==> config.mk <==
export PLATFORM = sky130hd
export DESIGN_NAME = lock_key_loader_flat
export DESIGN_NICKNAME = d
export VERILOG_FILES = /design/src/rtl/lock_pkg.sv /design/src/rtl/lock_key_loader_if.sv /design/src/rtl/lock_op_pipe.sv /design/src/rtl/lock_key_loader.sv /design/src/flat_wrapper.sv
export SDC_FILE = /design/constraint.sdc
export NUM_CORES = 1
export LEC_CHECK = 0
export CORE_ASPECT_RATIO = 0.75
export CORE_MARGIN = 5
export CORE_UTILIZATION = 25
export CTS_CLUSTER_DIAMETER = 150
export DETAILED_ROUTE_END_ITERATION = 10
export GPL_TIMING_DRIVEN = 0
export PLACE_DENSITY = 0.58
export SLEW_MARGIN = 20
export SYNTH_ARGS = -nofsm -noshare
export SYNTH_HDL_FRONTEND = slang
export SYNTH_SLANG_ARGS = --single-unit
==> constraint.sdc <==
create_clock -name clk -period 11.4 [get_ports clk]
set_input_delay 2.28 -clock clk [delete_from_list [all_inputs] [get_ports clk]]
set_output_delay 2.28 -clock clk [all_outputs]
set_load 0.03 [all_outputs]
==> src/rtl/lock_pkg.sv <==
// ----------------------------------------------------------------------------
// lock_pkg
// Shared definitions for the lock key loader slice: default key/operand
// widths, the key-load FSM state encoding and a counter-width helper.
// ----------------------------------------------------------------------------
package lock_pkg;

   localparam int KEY_W = 64;   // key width in bits
   localparam int OP_W  = 32;   // operand width in bits (sum is OP_W+1)

   typedef enum logic [1:0] {
      IDLE  = 2'd0,
      LOAD  = 2'd1,
      READY = 2'd2
   } key_state_e;

   // Bit counter width: ceil(log2(w)), never below one bit.
   function automatic int cnt_width(input int w);
      return (w > 1) ? $clog2(w) : 1;
   endfunction

endpackage

==> src/rtl/lock_key_loader_if.sv <==
// ----------------------------------------------------------------------------
// lock_key_loader_if
// Operand/result handshake bundle of the lock key loader.
//   op_valid_i / op_ready_o  : operand pair handshake
//   op_a_i, op_b_i           : operands (OP_W bits)
//   sum_valid_o / sum_ready_i: result handshake
//   sum_o                    : captured sum (OP_W+1 bits)
// master = operand producer / result consumer, slave = the loader.
// ----------------------------------------------------------------------------
interface lock_key_loader_if #(
   parameter int OP_W = lock_pkg::OP_W
);

   logic            op_valid_i;
   logic            op_ready_o;
   logic [OP_W-1:0] op_a_i;
   logic [OP_W-1:0] op_b_i;
   logic [OP_W:0]   sum_o;
   logic            sum_valid_o;
   logic            sum_ready_i;

   modport master (
      output op_valid_i, op_a_i, op_b_i, sum_ready_i,
      input  op_ready_o, sum_o, sum_valid_o
   );

   modport slave (
      input  op_valid_i, op_a_i, op_b_i, sum_ready_i,
      output op_ready_o, sum_o, sum_valid_o
   );

endinterface

==> src/rtl/lock_op_pipe.sv <==
// ----------------------------------------------------------------------------
// lock_op_pipe
// Two-stage valid/ready operand pipeline around the external locked adder.
//   s1: registered operands add1_i/add2_i (driven to the adder)
//   s2: captures the adder's combinational result_o into sum_o
// Ports:
//   clk, rst   : clock, asynchronous active-high reset
//   enable     : operands may be accepted only while a key is installed
//   bus        : operand/result handshake (slave side)
//   add1_i/2_i : operands to the locked adder
//   result_o   : sum returned from the locked adder
//   s1_valid   : stage-1 occupancy, used by the key FSM to gate restarts
// ----------------------------------------------------------------------------
module lock_op_pipe #(
   parameter int OP_W = lock_pkg::OP_W
) (
   input  logic            clk,
   input  logic            rst,
   input  logic            enable,
   lock_key_loader_if.slave bus,
   output logic [OP_W-1:0] add1_i,
   output logic [OP_W-1:0] add2_i,
   input  logic [OP_W:0]   result_o,
   output logic            s1_valid
);

   logic s2_valid;
   logic adv;
   logic accept;

   // s2 can take new data when it is empty or being drained this cycle.
   assign adv             = !s2_valid || bus.sum_ready_i;
   assign bus.op_ready_o  = enable && (!s1_valid || adv);
   assign accept          = bus.op_valid_i && bus.op_ready_o;
   assign bus.sum_valid_o = s2_valid;

   // NOTE: sequential state uses non-blocking assignments so every register
   // samples pre-edge values regardless of statement order.
   always_ff @(posedge clk or posedge rst) begin
      if (rst) begin
         s1_valid  <= 1'b0;
         s2_valid  <= 1'b0;
         add1_i    <= '0;
         add2_i    <= '0;
         bus.sum_o <= '0;
      end else begin
         if (adv) begin
            s2_valid  <= s1_valid;
            bus.sum_o <= result_o;
         end
         // Operands are left untouched when s1 empties so the adder inputs
         // do not toggle needlessly.
         if (accept) begin
            s1_valid <= 1'b1;
            add1_i   <= bus.op_a_i;
            add2_i   <= bus.op_b_i;
         end else if (adv) begin
            s1_valid <= 1'b0;
         end
      end
   end

endmodule

==> src/rtl/lock_key_loader.sv <==
// ----------------------------------------------------------------------------
// lock_key_loader
// Serially loads a KEY_W-bit key (LSB first) into a shadow register and, once
// complete, installs it on keyinput for a logic-locked adder. Operand pairs
// are then streamed through a two-stage pipeline to that adder.
// Ports:
//   clk, rst            : clock, asynchronous active-high reset
//   key_load_start_i    : begin (or restart) a serial key load
//   key_bit_i           : serial key bit, LSB first
//   key_bit_valid_i     : key_bit_i valid this cycle
//   key_ready_o         : a complete key is installed
//   keyinput            : key to the locked adder (zero unless installed)
//   op_bus              : operand/result handshake (slave side)
//   add1_i, add2_i      : registered operands to the locked adder
//   result_o            : combinational sum from the locked adder
// ----------------------------------------------------------------------------
module lock_key_loader #(
   parameter int KEY_W = lock_pkg::KEY_W,
   parameter int OP_W  = lock_pkg::OP_W
) (
   input  logic             clk,
   input  logic             rst,
   input  logic             key_load_start_i,
   input  logic             key_bit_i,
   input  logic             key_bit_valid_i,
   output logic             key_ready_o,
   output logic [KEY_W-1:0] keyinput,
   lock_key_loader_if.slave op_bus,
   output logic [OP_W-1:0]  add1_i,
   output logic [OP_W-1:0]  add2_i,
   input  logic [OP_W:0]    result_o
);

   import lock_pkg::key_state_e;
   import lock_pkg::IDLE;
   import lock_pkg::LOAD;
   import lock_pkg::READY;
   import lock_pkg::cnt_width;

   localparam int               CNT_W    = cnt_width(KEY_W);
   localparam logic [CNT_W-1:0] CNT_LAST = CNT_W'(KEY_W - 1);

   key_state_e       state;
   logic [CNT_W-1:0] cnt;
   logic [KEY_W-1:0] shadow;
   logic [KEY_W-1:0] shadow_nxt;
   logic             s1_valid;

   // Shadow with the current serial bit merged in; lets the final bit land
   // in keyinput on the same edge that accepts it.
   // NOTE: give every always_comb output a default first so no path leaves
   // it unassigned and a latch is inferred.
   always_comb begin
      shadow_nxt      = shadow;
      shadow_nxt[cnt] = key_bit_i;
   end

   // NOTE: the shadow is a plain register, not a RAM, so it is reset like any
   // other state; a stale partial key must never survive reset.
   always_ff @(posedge clk or posedge rst) begin
      if (rst) begin
         state       <= IDLE;
         cnt         <= '0;
         shadow      <= '0;
         keyinput    <= '0;
         key_ready_o <= 1'b0;
      end else begin
         case (state)
            IDLE: begin
               if (key_load_start_i) begin
                  state  <= LOAD;
                  cnt    <= '0;
                  shadow <= '0;
               end
            end
            LOAD: begin
               // A restart has priority over a bit arriving the same cycle.
               if (key_load_start_i) begin
                  cnt    <= '0;
                  shadow <= '0;
               end else if (key_bit_valid_i) begin
                  shadow <= shadow_nxt;
                  if (cnt == CNT_LAST) begin
                     cnt         <= '0;
                     keyinput    <= shadow_nxt;
                     key_ready_o <= 1'b1;
                     state       <= READY;
                  end else begin
                     cnt <= cnt + 1'b1;
                  end
               end
            end
            READY: begin
               // Restart only once stage 1 is empty; otherwise drop the start.
               if (key_load_start_i && !s1_valid) begin
                  state       <= LOAD;
                  cnt         <= '0;
                  shadow      <= '0;
                  keyinput    <= '0;
                  key_ready_o <= 1'b0;
               end
            end
            default: state <= IDLE;
         endcase
      end
   end

   lock_op_pipe #(.OP_W(OP_W)) u_op_pipe (
      .clk      (clk),
      .rst      (rst),
      .enable   (key_ready_o),
      .bus      (op_bus),
      .add1_i   (add1_i),
      .add2_i   (add2_i),
      .result_o (result_o),
      .s1_valid (s1_valid)
   );

endmodule

==> src/flat_wrapper.sv <==
// flat-port wrapper written by rule: the top's interface ports become plain ports
module lock_key_loader_flat import lock_pkg::key_state_e; import lock_pkg::IDLE; import lock_pkg::LOAD; import lock_pkg::READY; import lock_pkg::cnt_width;
#(
   parameter int KEY_W = lock_pkg::KEY_W,
   parameter int OP_W  = lock_pkg::OP_W
)
  (clk, rst, key_load_start_i, key_bit_i, key_bit_valid_i, key_ready_o, keyinput, add1_i, add2_i, result_o, op_bus_op_valid_i, op_bus_op_a_i, op_bus_op_b_i, op_bus_sum_ready_i, op_bus_op_ready_o, op_bus_sum_o, op_bus_sum_valid_o);
  lock_key_loader_if #(.OP_W(OP_W)) op_bus_i ();
  input  logic clk;
  input  logic rst;
  input  logic key_load_start_i;
  input  logic key_bit_i;
  input  logic key_bit_valid_i;
  output logic key_ready_o;
  output logic [KEY_W-1:0] keyinput;
  output logic [OP_W-1:0] add1_i;
  output logic [OP_W-1:0] add2_i;
  input  logic [OP_W:0] result_o;
  input wire logic [$bits(op_bus_i.op_valid_i)-1:0] op_bus_op_valid_i;
  input wire logic [$bits(op_bus_i.op_a_i)-1:0] op_bus_op_a_i;
  input wire logic [$bits(op_bus_i.op_b_i)-1:0] op_bus_op_b_i;
  input wire logic [$bits(op_bus_i.sum_ready_i)-1:0] op_bus_sum_ready_i;
  output wire logic [$bits(op_bus_i.op_ready_o)-1:0] op_bus_op_ready_o;
  output wire logic [$bits(op_bus_i.sum_o)-1:0] op_bus_sum_o;
  output wire logic [$bits(op_bus_i.sum_valid_o)-1:0] op_bus_sum_valid_o;
  assign op_bus_i.op_valid_i = op_bus_op_valid_i;
  assign op_bus_i.op_a_i = op_bus_op_a_i;
  assign op_bus_i.op_b_i = op_bus_op_b_i;
  assign op_bus_i.sum_ready_i = op_bus_sum_ready_i;
  assign op_bus_op_ready_o = op_bus_i.op_ready_o;
  assign op_bus_sum_o = op_bus_i.sum_o;
  assign op_bus_sum_valid_o = op_bus_i.sum_valid_o;
  lock_key_loader #(.KEY_W(KEY_W), .OP_W(OP_W)) u_core (.clk(clk), .rst(rst), .key_load_start_i(key_load_start_i), .key_bit_i(key_bit_i), .key_bit_valid_i(key_bit_valid_i), .key_ready_o(key_ready_o), .keyinput(keyinput), .op_bus(op_bus_i), .add1_i(add1_i), .add2_i(add2_i), .result_o(result_o));
endmodule
==> out/qor.yml <==
dieWidth_um: 238
async_flop_share: 1.00
io_pins: 268
cts_made_buffers: 26
core_area_um2: 38400
layout.nets: 1180
cts_resized: 0
routed_via_density: 4.40
cts_max_level: 1
fill_cells: 3744
wl_per_cell_um: 18.2
slowest_delay_ns: 0.73
ys_ff_latch: 236
die-area_um2: 43000
synthCells: 779
wl_um: 29200
port_buffers: 266
grt_pass1_vias: 7408
fin_util: 0.363
rows: 62
clock_skew_ns: 0.00929
hold_viol: 0
worst_slew_pin_slew_ns: 0.693
synthFlopType: "dfrtp_1"
ant_nets: 0
postCtsSetupRepairBufs: 0
grt_pass1_wl_um: 45500
syn_nets: 884
synth_cell_types: 29
fin_crit_sh: 0.534
drtIter0Drc: 340
drv_slew: 0
min_path_type: "reg2reg"
fmax_mhz: 164
place_congestion: 0.824
area_growth_pct: 43.3
netlist_area_um2: 9730
diodes: 0
first_pass_iters: 5
antenna_found_initial: 0
setup_viol: 0
yosysSeqAreaShare: 0.607
grtUsageTotal: 0.132
dieHeight_um: 181
vias: 7072
powerDensity_nw_per_um2: 130
critical_path_class: "in2out"
run_status: "completed"
cts_tree: "done"
cts.sinks: 236
drc: 0
slew_headroom: 0.536
ys_warn_count: 0
layout_common_cells: "clkdlybuf4s50_1 (266), dfrtp_1 (236), mux2_2 (97), nand2_1 (71)"
grt_setup_unrepaired: "false"
grt_max_degree: 87
crit_path_top_delay_cell: "clkdlybuf4s50_1"
path_max_fanout: 2
start_kind: "input pin"
placed_area_um2: 13100
dp_hpwl_um: 21300
cts-root-buf: "clkbuf_16"
cp-end-kind: "output pin"
cp.required_ns: 9.12
grt-ovfl-total: 0
multi_input_area_um2: 3510
regArea_um2: 5910
mostFrequentLayoutCell: "clkdlybuf4s50_1"
path_cells: "clkdlybuf4s50_1 > nand3b_1 > and2_1 > clkdlybuf4s50_1"
final_area_um2: 13900
start_util: 0.254
worst_path_most_repeated_cell: "clkdlybuf4s50_1"
drive_above_1_share: 0.169
path_clk_slew_ns: 0.06
arrival_ns: 3.81
drv_cap: 0
clk_latency_ns: 0.53
min_period_ns: 6.09
synth_edf_count: 0
clockBufferDepth: 3
p_leak_nw: 5.80
hold_buffers: 0
syn-mean-instance-area_um2: 12.5
vdd_ir_drop_max_mv: 0.121
## metrics by stage
| stage | total power (W) | hold slack, ns | setup slack, ns | setup TNS (ns) | std cells |
|---|---|---|---|---|---|
| after floorplan | 0.000918 | 0.449 | 2.65 | 0 | 779 |
| after global placement | 0.000986 | 0.461 | -0.742 | -170.57 | 1557 |
| after detailed placement | 0.000989 | 0.469 | 5.32 | 0 | 1559 |
| after CTS | 0.00185 | 0.483 | 5.30 | 0 | 1606 |
| after global routing | 0.00189 | 0.499 | 5.25 | 0 | 1606 |
| final | 0.00181 | 0.478 | 5.31 | 0 | 1606 |
## area by class of cell
| cell class | instances | share of cell area |
|---|---|---|
| Tap cell | 512 | 0.0459 |
| Clock inverter | 7 | 0.00610 |
| Sequential cell | 236 | 0.423 |
| Inverter | 2 | 0.00108 |
| Buffer | 60 | 0.0222 |
| Multi-Input combinational cell | 481 | 0.252 |
| Timing Repair Buffer | 268 | 0.195 |
| Clock buffer | 40 | 0.0548 |
## cell families (layout without fill, tap and decap cells)
kind of cell	count (synthesis)	in the layout	share of synthesized area
DFF	236	236	0.607
and+or+nand+nor	177	177	0.0825
muxes	162	162	0.179
AOI/OAI and AO/OA	141	141	0.0979
buffers and inverters	62	377	0.0325
adders and majority gates	1	1	0.00129
## routing by layer
metal	track usage	vias to the layer above	routed length (um)	share of wire
li1	-	3351	-	-
met1	0.185	3528	13300	0.46
met2	0.213	153	13700	0.47
met3	0.0230	40	1450	0.050
met4	0.0339	0	696	0.024
met5	0	-	0	0
## Yosys cell counts, drive strengths merged, types with 2 or more instances
cell       n  area share
and3       2      0.0013
clkbuf    11      0.0042
and2       3      0.0019
mux2      97        0.11
or3        2      0.0013
nand3b    10      0.0077
nand2     71       0.027
o21ai     68       0.035
inv        2     0.00077
or3b       8      0.0072
nor2      65       0.025
a21oi      6      0.0031
nand3      8      0.0041
o2bb2ai   64       0.058
mux2i     65       0.067
nand2b     4      0.0026
dfrtp    236        0.61
buf       49       0.028
## where the power goes
part / total (W) / leakage [nW] / switching, W / internal, W
sequential: 0.000849 / 3.21 / 0.00000388 / 0.000845
clock: 0.000843 / 0.420 / 0.000338 / 0.000505
combinational: 0.000123 / 2.17 / 0.0000664 / 0.0000563
total: 0.00181 / 5.80 / 0.000408 / 0.00141
## worst max-delay path: cells and delay by family
family / cells / cell delay [ns]
simple gates: 2 / 0.33
buf+inv: 2 / 1.19
## flip-flops by register name, indices dropped and copies added, names as in the netlist
name	flops
u_core.state	2
u_core.keyinput	64
u_core.u_op_pipe.add2_i	32
u_core.u_op_pipe.bus.sum_o	33
u_core.cnt	6
u_core.shadow	64
u_core.u_op_pipe.bus.sum_valid_o	1
u_core.key_ready_o	1
u_core.u_op_pipe.add1_i	32
u_core.u_op_pipe.s1_valid	1
## path summary, 6_finish.rpt
| check | slack [ns] | to | startpoint | cells past startpoint |
|---|---|---|---|---|
| worst max-delay path | 5.31 | op_bus_op_ready_o | op_bus_sum_ready_i | 4 |
| worst min-delay path | 0.48 | u_core.shadow[47]$_DFFE_PP0P_ | u_core.shadow[47]$_DFFE_PP0P_ | 2 |
| worst max register to register | 9.32 | u_core.keyinput[57]$_DFFE_PP0P_ | u_core.cnt[0]$_DFFE_PP0P_ | 6 |
| worst min register to register | 0.48 | u_core.shadow[47]$_DFFE_PP0P_ | u_core.shadow[47]$_DFFE_PP0P_ | 2 |
| max in group asynchronous | 8.29 | u_core.u_op_pipe.add1_i[21]$_DFFE_PP0P_ | rst | 3 |
| min in group asynchronous | 2.22 | u_core.u_op_pipe.bus.sum_o[29]$_DFFE_PP0P_ | rst | 2 |
(Power assumes the default switching activity.)
